[config.mk]
export PLATFORM = sky130hd
export DESIGN_NAME = sdspi_sweep_sequencer
export DESIGN_NICKNAME = d
export VERILOG_FILES = /design/src/rtl/sdspi_sweep_sequencer.sv
export SDC_FILE = /design/constraint.sdc
export NUM_CORES = 2
export LEC_CHECK = 0
export CORE_UTILIZATION = 40
export CTS_CLUSTER_SIZE = 30
export DETAILED_ROUTE_END_ITERATION = 8
export GPL_ROUTABILITY_DRIVEN = 0
export SLEW_MARGIN = 20
export SYNTH_ARGS = -nofsm -noshare
export SYNTH_HDL_FRONTEND = slang
export SYNTH_SLANG_ARGS = --single-unit
[constraint.sdc]
create_clock -name clk -period 4.07 [get_ports clk]
set_input_delay 0.407 -clock clk [delete_from_list [all_inputs] [get_ports clk]]
set_output_delay 0.407 -clock clk [all_outputs]
set_load 0.02 [all_outputs]
[src/rtl/sdspi_sweep_sequencer.sv]
// Sweep sequencer for the SD-SPI read-test system: times each run over a speed range in both read modes.
// Optional per-run timeout is compiled in with `define SDSPI_SEQ_TIMEOUT_EN.
module sdspi_sweep_sequencer #(
  parameter int unsigned RST_CYCLES     = 2,
  parameter logic [31:0] TIMEOUT_CYCLES = 32'h0FFF_FFFF
) (
  input  logic        clk,
  input  logic        rst,
  input  logic        go,
  input  logic [31:0] n_blocks_cfg,
  input  logic [4:0]  speed_min,
  input  logic [4:0]  speed_max,
  output logic        busy,
  output logic        done,
  output logic        timeout_seen,
  output logic        dut_rst,
  output logic        dut_start,
  input  logic        dut_finish,
  output logic [31:0] dut_n_blocks,
  output logic        dut_cmd18,
  output logic [4:0]  dut_sclk_speed,
  input  logic [5:0]  rd_addr,
  output logic [31:0] rd_data
);

  typedef enum logic [2:0] {
    S_IDLE, S_RST_DUT, S_LAUNCH, S_RUN, S_STORE, S_NEXT, S_DONE
  } state_t;

  state_t      state, state_next;
  logic [31:0] rst_cnt;
  logic [31:0] run_cnt;
  logic [31:0] n_blocks;
  logic [4:0]  speed;
  logic [4:0]  eff_max;
  logic        mode;
  logic        timeout_flag;
  logic        run_timeout;
  logic [31:0] mem [64];

`ifdef SDSPI_SEQ_TIMEOUT_EN
  assign run_timeout = (run_cnt == TIMEOUT_CYCLES) && !dut_finish;
`else
  logic [31:0] unused_timeout;
  assign unused_timeout = TIMEOUT_CYCLES;
  assign run_timeout    = 1'b0;
`endif

  always_ff @(posedge clk) begin
    if (rst) state <= S_IDLE;
    else     state <= state_next;
  end

  // Host handshake: go is a level request accepted in IDLE; done stays high
  // until the host drops go, so a held go never starts a second sweep.
  always_comb begin
    state_next = state;
    case (state)
      S_IDLE:    if (go) state_next = S_RST_DUT;
      S_RST_DUT: if (rst_cnt == RST_CYCLES - 1) state_next = S_LAUNCH;
      S_LAUNCH:  state_next = S_RUN;
      S_RUN:     if (dut_finish || run_timeout) state_next = S_STORE;
      S_STORE:   state_next = S_NEXT;
      S_NEXT: begin
        if (!mode)                 state_next = S_RST_DUT;
        else if (speed >= eff_max) state_next = S_DONE;
        else                       state_next = S_RST_DUT;
      end
      S_DONE:    if (!go) state_next = S_IDLE;
      default:   state_next = S_IDLE;
    endcase
  end

  always_ff @(posedge clk) begin
    if (rst) begin
      rst_cnt      <= '0;
      run_cnt      <= '0;
      n_blocks     <= '0;
      speed        <= '0;
      eff_max      <= '0;
      mode         <= 1'b0;
      timeout_flag <= 1'b0;
    end else begin
      case (state)
        S_IDLE: begin
          if (go) begin
            n_blocks     <= n_blocks_cfg;
            speed        <= speed_min;
            eff_max      <= (speed_max >= speed_min) ? speed_max : speed_min;
            mode         <= 1'b0;
            timeout_flag <= 1'b0;
            rst_cnt      <= '0;
          end
        end
        S_RST_DUT: rst_cnt <= rst_cnt + 32'd1;
        S_LAUNCH:  run_cnt <= 32'd1;
        S_RUN: begin
          if (!dut_finish) begin
            // A timed-out run leaves the all-ones marker as its result.
            if (run_timeout) begin
              run_cnt      <= 32'hFFFF_FFFF;
              timeout_flag <= 1'b1;
            end else begin
              run_cnt <= run_cnt + 32'd1;
            end
          end
        end
        S_NEXT: begin
          rst_cnt <= '0;
          if (!mode) begin
            mode <= 1'b1;
          end else if (speed < eff_max) begin
            speed <= speed + 5'd1;
            mode  <= 1'b0;
          end
        end
        default: ;
      endcase
    end
  end

  // Result memory has no reset; a reset during STORE drops the write.
  always_ff @(posedge clk) begin
    if (!rst && state == S_STORE) mem[{speed, mode}] <= run_cnt;
  end

  always_ff @(posedge clk) begin
    if (rst) rd_data <= '0;
    else     rd_data <= mem[rd_addr];
  end

  assign busy           = (state != S_IDLE) && (state != S_DONE);
  assign done           = (state == S_DONE);
  assign dut_rst        = (state == S_IDLE) || (state == S_RST_DUT);
  assign dut_start      = (state == S_LAUNCH);
  assign dut_n_blocks   = n_blocks;
  assign dut_cmd18      = mode;
  assign dut_sclk_speed = speed;
  assign timeout_seen   = timeout_flag;

endmodule

* After elaboration in Yosys (flattened, before gate mapping)
Memory sizes are Yosys's and may differ from the RTL's. A register that Yosys moved wholly into a read port is not among the register bits.
Cells that the tools add are included.
** Cells by class
- Reductions and logical operators :: 15
- $lt $le $gt $ge :: 3
- Eq/ne operators :: 15
- Muxes and demuxes :: 22
- Add/sub/neg operators :: 3
** Operator list (number)
- 32-bit case mux with 3 select lines :: 1
- 32-bit by 1-bit adder with 32-bit output, second input constant :: 2
- 32-bit two-way mux :: 2
- 32-bit case mux with 2 select lines :: 1
- 32-bit by 1-bit == test with 1-bit output, second input constant :: 1
- 3-bit case mux with 7 select lines :: 1
- 5-bit two-way mux :: 4
- 3-bit two-way mux :: 6
- 2-bit != test, second input constant :: 7
- 5-bit >= comparator :: 2
- 5-bit case mux with 2 select lines :: 1
- 3-bit == test, second input constant :: 3
- 2-bit AND reduction :: 4
- 4-bit AND reduction :: 2
- 3-bit by 2-bit == test with 1-bit output, second input constant :: 2
- 3-bit nonzero test :: 2
- 5-bit by 1-bit adder with 5-bit output, second input constant :: 1
- 5-bit less-than comparator :: 1
- 1-bit two-way mux :: 5
- 2-bit nonzero test :: 2
- 3-bit by 1-bit == test with 1-bit output, second input constant :: 1
- 3-bit zero test :: 1
- 3-bit != test, second input constant :: 1
- 1-bit logical AND :: 2
- other kinds (3) :: 3
** Storage, ports and cells
- Memory bits (writable) :: 2048
- Register bits :: 110
- Output and inout port bits :: 75
- Memories kept :: 1
- Word-level logic and storage cells :: 66
- Input bits :: 52
** Memory list
- mem :: words 64, width 32, rd ports 1, clocked after Yosys merged registers in 1, wr ports 1, RTL line 39 : logic [31:0] mem [64];

* Logic depth before layout (Yosys ltp)
- Word-level depth :: 4
- Depth in mapped cells :: 11
- Mapped depth without buffers :: 8

* Least setup slack after synthesis
Ideal clock, no wire load.
- Path kind :: register to register
- Start point :: reg state[1]
- End point :: mem mem[56][0], enable pin
- Path slack :: 0.870 ns
- Arrival time :: 2.779 ns
- Stages on the path, launching flop included :: 7
- Data required time :: 3.649 ns
- Buffers on the path :: 1
- Period minus slack after synthesis :: 3.200 ns
- Library setup time :: 0.421 ns
- Cell sequence :: dfxtp_1 > clkbuf_1 > inv_1 > nand2_1 > nor4_1 > nand2_1 > nor2_1
** On the way
- Longest elaborated chain between the ends :: 4
** Ends and longest elaborated chain
- start: declaration :: RTL line 30 : state_t state, state_next;
- start signal: assignment :: RTL line 51 : else state <= state_next;
- 3-bit == test :: RTL line 124 : if (!rst && state == S_STORE) mem[{speed, mode}] <= run_cnt;
- 1-bit logical AND :: RTL line 124
- 1-bit two-way mux :: RTL line 124
- 1-bit two-way mux (not written as such) :: RTL line 124
- end: declaration :: RTL line 39
Every way passes these cells.

* Worst setup path after layout
- Start point :: reg state[2]
- End point :: mem mem[4][9], enable pin
Same word-level chain as after synthesis.

==> run metrics <==
Ys Warns 0; WL/cell 31.1 um; post-DR vias/cell 5.77; CP Cell Sequence nand2_1 > nor4_1 > nand2_1 > nor2_4 > buf_12; CP max FO 19; pin count of the biggest net entering global routing 81; Global Route Usage Sum 0.217; TritonCTS clock tree built; drt drc 0; ys async rst share 0; Net Count, Synth 4084; Syn Std Cell Area 84300 um2; synthesized instance count 4015; Worst-Margin Slew 1.07 ns; Final Max Tran Viols 0; synth unique cells 60; Final Util 0.469; fin crit share 0.850; Critical-path top delay cell nor2_4; power per cell area 474 nW/um2; P_sw 9.71 mW; Critical path buffers and inverters 1; Post-DP Area 91100 um2; clock share of power 0.431; largest stage delay on the critical path 0.75 ns; PortBufs 125; status finished, final reports clean; average size of a mapped cell 21.0 um2; Area growth syn-to-layout 16.5%; Nets 4467; clock period minus worst slack 3.46 ns; first-pass GRT wire length 323 mm; Tot Pwr 46.6 mW; Via Count 42600; core area 210000 um2; row cnt 168; Detail Placement HPWL 130 mm; gr ovfl total 0; boundary pin count 127; most common cell after layout, fill and taps aside edfxtp_1; Post-synth EDFFs 2048; post-CTS setup buffers 0; Inserted Clock Buffers 210; Detailed Route WL 230 mm; Hold WC Path Type in2reg; Max Root-Sink Buffers 3; Initial Util 0.402; Leak 31.3 nW; Req. time, crit path 4.63 ns; Max IR drop VDD 0.000413 V; endpoints failing setup 0; Power Internal 36.9 mW; final hold vios 0; combinational power share 0.046; Resize count post-CTS 0; iteration count of the initial detailed-routing pass 6; vias in the first global route 42700; ratio of cells with drive above 1 in the final layout 0.274; Peak Freq 289 MHz; switch share 0.208; sequential share of power 0.523; critical path's top delay family simple AND/OR/NAND/NOR gates; Crit. End Element register; commonest cells after routing, fill and taps aside 2048 x edfxtp_1, 540 x mux4_2, 212 x clkbuf_16; antenna violations before repair 8; MaxCap Viol Count 0; CTS root buffer clkbuf_16; Crit path arrival time 4.02 ns; Seq cells post-synth 2190; die area 213000 um2; Die X 461 um; CP Class reg2reg; Primary FF master, synth edfxtp_1; 1st-iter DRT viols 4871; clk_lat worst skew 0.86 ns; Detail Route Antenna Nets 0; type of origin of the critical path register; skew final 0.0728 ns; clock-pin transition on the worst setup and hold timing paths 0.06 ns; Seq/Total Area, Yosys 0.763; Hold Buf Count CTS 0; htree depth 4; Worst slew margin 0.282; CTS Sinks 2190; unrepaired setup endpoints after global routing false; Chip Height 461 um; post-route cell area 98300 um2; CP dominant cell by count nand2_1
metal layers:
metal | GRT usage | routed length [um]
met5 | 0 | 31
met4 | 0.0650 | 6300
met3 | 0.0394 | 17500
met2 | 0.357 | 114000
met1 | 0.294 | 92700
synthesized netlist by cell type (20+ instances only):
cell	number	area [um2]
a211oi_1	39	293
o22ai_1	26	163
nor3_1	20	100
mux2i_1	121	1210
mux4_2	540	12200
buf_1	22	82.6
nor2_1	161	604
nand3_1	35	175
nand2_1	147	552
o21ai_0	44	220
a21oi_1	112	561
edfxtp_1	2048	61500
mux2_2	29	327
buf_4	45	338
dfxtp_1	142	2840
inv_1	20	75.1
xor2_1	32	280
nor2b_1	50	313
buf_2	55	275
a22oi_1	26	195
clkbuf_1	83	312
power by group through the flow:
stage | sequential, mW | combinational (mW) | clock (mW)
final | 24.4 | 2.14 | 20.1
after global routing | 24.4 | 2.25 | 21.2
after CTS | 24.4 | 2.16 | 20.3
after detailed placement | 24.9 | 2.15 | 0
after global placement | 24.9 | 2.14 | 0
after floorplan | 24.9 | 1.26 | 0
tightest hold or removal path: cells and delay by family:
kind	cells	cell delay, ns
buf+inv	1	0.40
simple gates	1	0.05
compound gates	1	0.05
sequential cells by signal (all words and copies together) (netlist names):
register,cells
eff_max,5
dut_sclk_speed,5
rd_data,32
run_cnt,32
dut_cmd18,1
mem,2048
rst_cnt,32
state,3
dut_n_blocks,32
per-stage QoR:
step / TNS (ns) / hold WS (ns) / setup slack (ns) / std cells
after global routing: 0 / 0.0584 / 0.431 / 7391
after detailed placement: -0.00830 / 0.446 / -0.00830 / 6991
after global placement: -0.0219 / 0.442 / -0.0219 / 6991
after floorplan: 0 / 0.471 / 0.870 / 4015
after CTS: 0 / 0.0473 / 0.631 / 7390
final: 0 / 0.111 / 0.610 / 7393
final timing paths:
path                                                    from                            end  slack, ns  depth (start not counted)
worst min-delay path                        n_blocks_cfg[20]  dut_n_blocks[20]$_SDFFE_PP0P_       0.11                          3
worst max-delay path                   state[2]$_SDFFE_PP0P_            mem[4][9]$_DFFE_PP_       0.61                          5
worst max register to register         state[2]$_SDFFE_PP0P_            mem[4][9]$_DFFE_PP_       0.61                          5
worst min register to register  dut_n_blocks[8]$_SDFFE_PP0P_   dut_n_blocks[8]$_SDFFE_PP0P_       0.45                          2
layout make-up:
cell class                 count  area [um2]
clock buffer                 289        5780
timing repair buffer         385        3870
sequential                  2190       64400
antenna                        3        7.51
fill                       17200      111000
inverter                      21        78.8
clock inverter               110        1340
tap                         2805        3510
multi-input combinational   1590       19300
cells by family after synthesis:
logic type | after synthesis | synth area share
XOR/XNOR | 47 | 0.00488
AO/OA/AOI/OAI | 324 | 0.0244
flip-flops | 2190 | 0.763
buffers and inverters | 235 | 0.0141
adder cells (fa/ha/maj) | 17 | 0.00252
other | 1 | 0.0000445
AND/OR/NAND/NOR | 511 | 0.0285
multiplexers | 690 | 0.162
(Power assumes the default switching activity.)
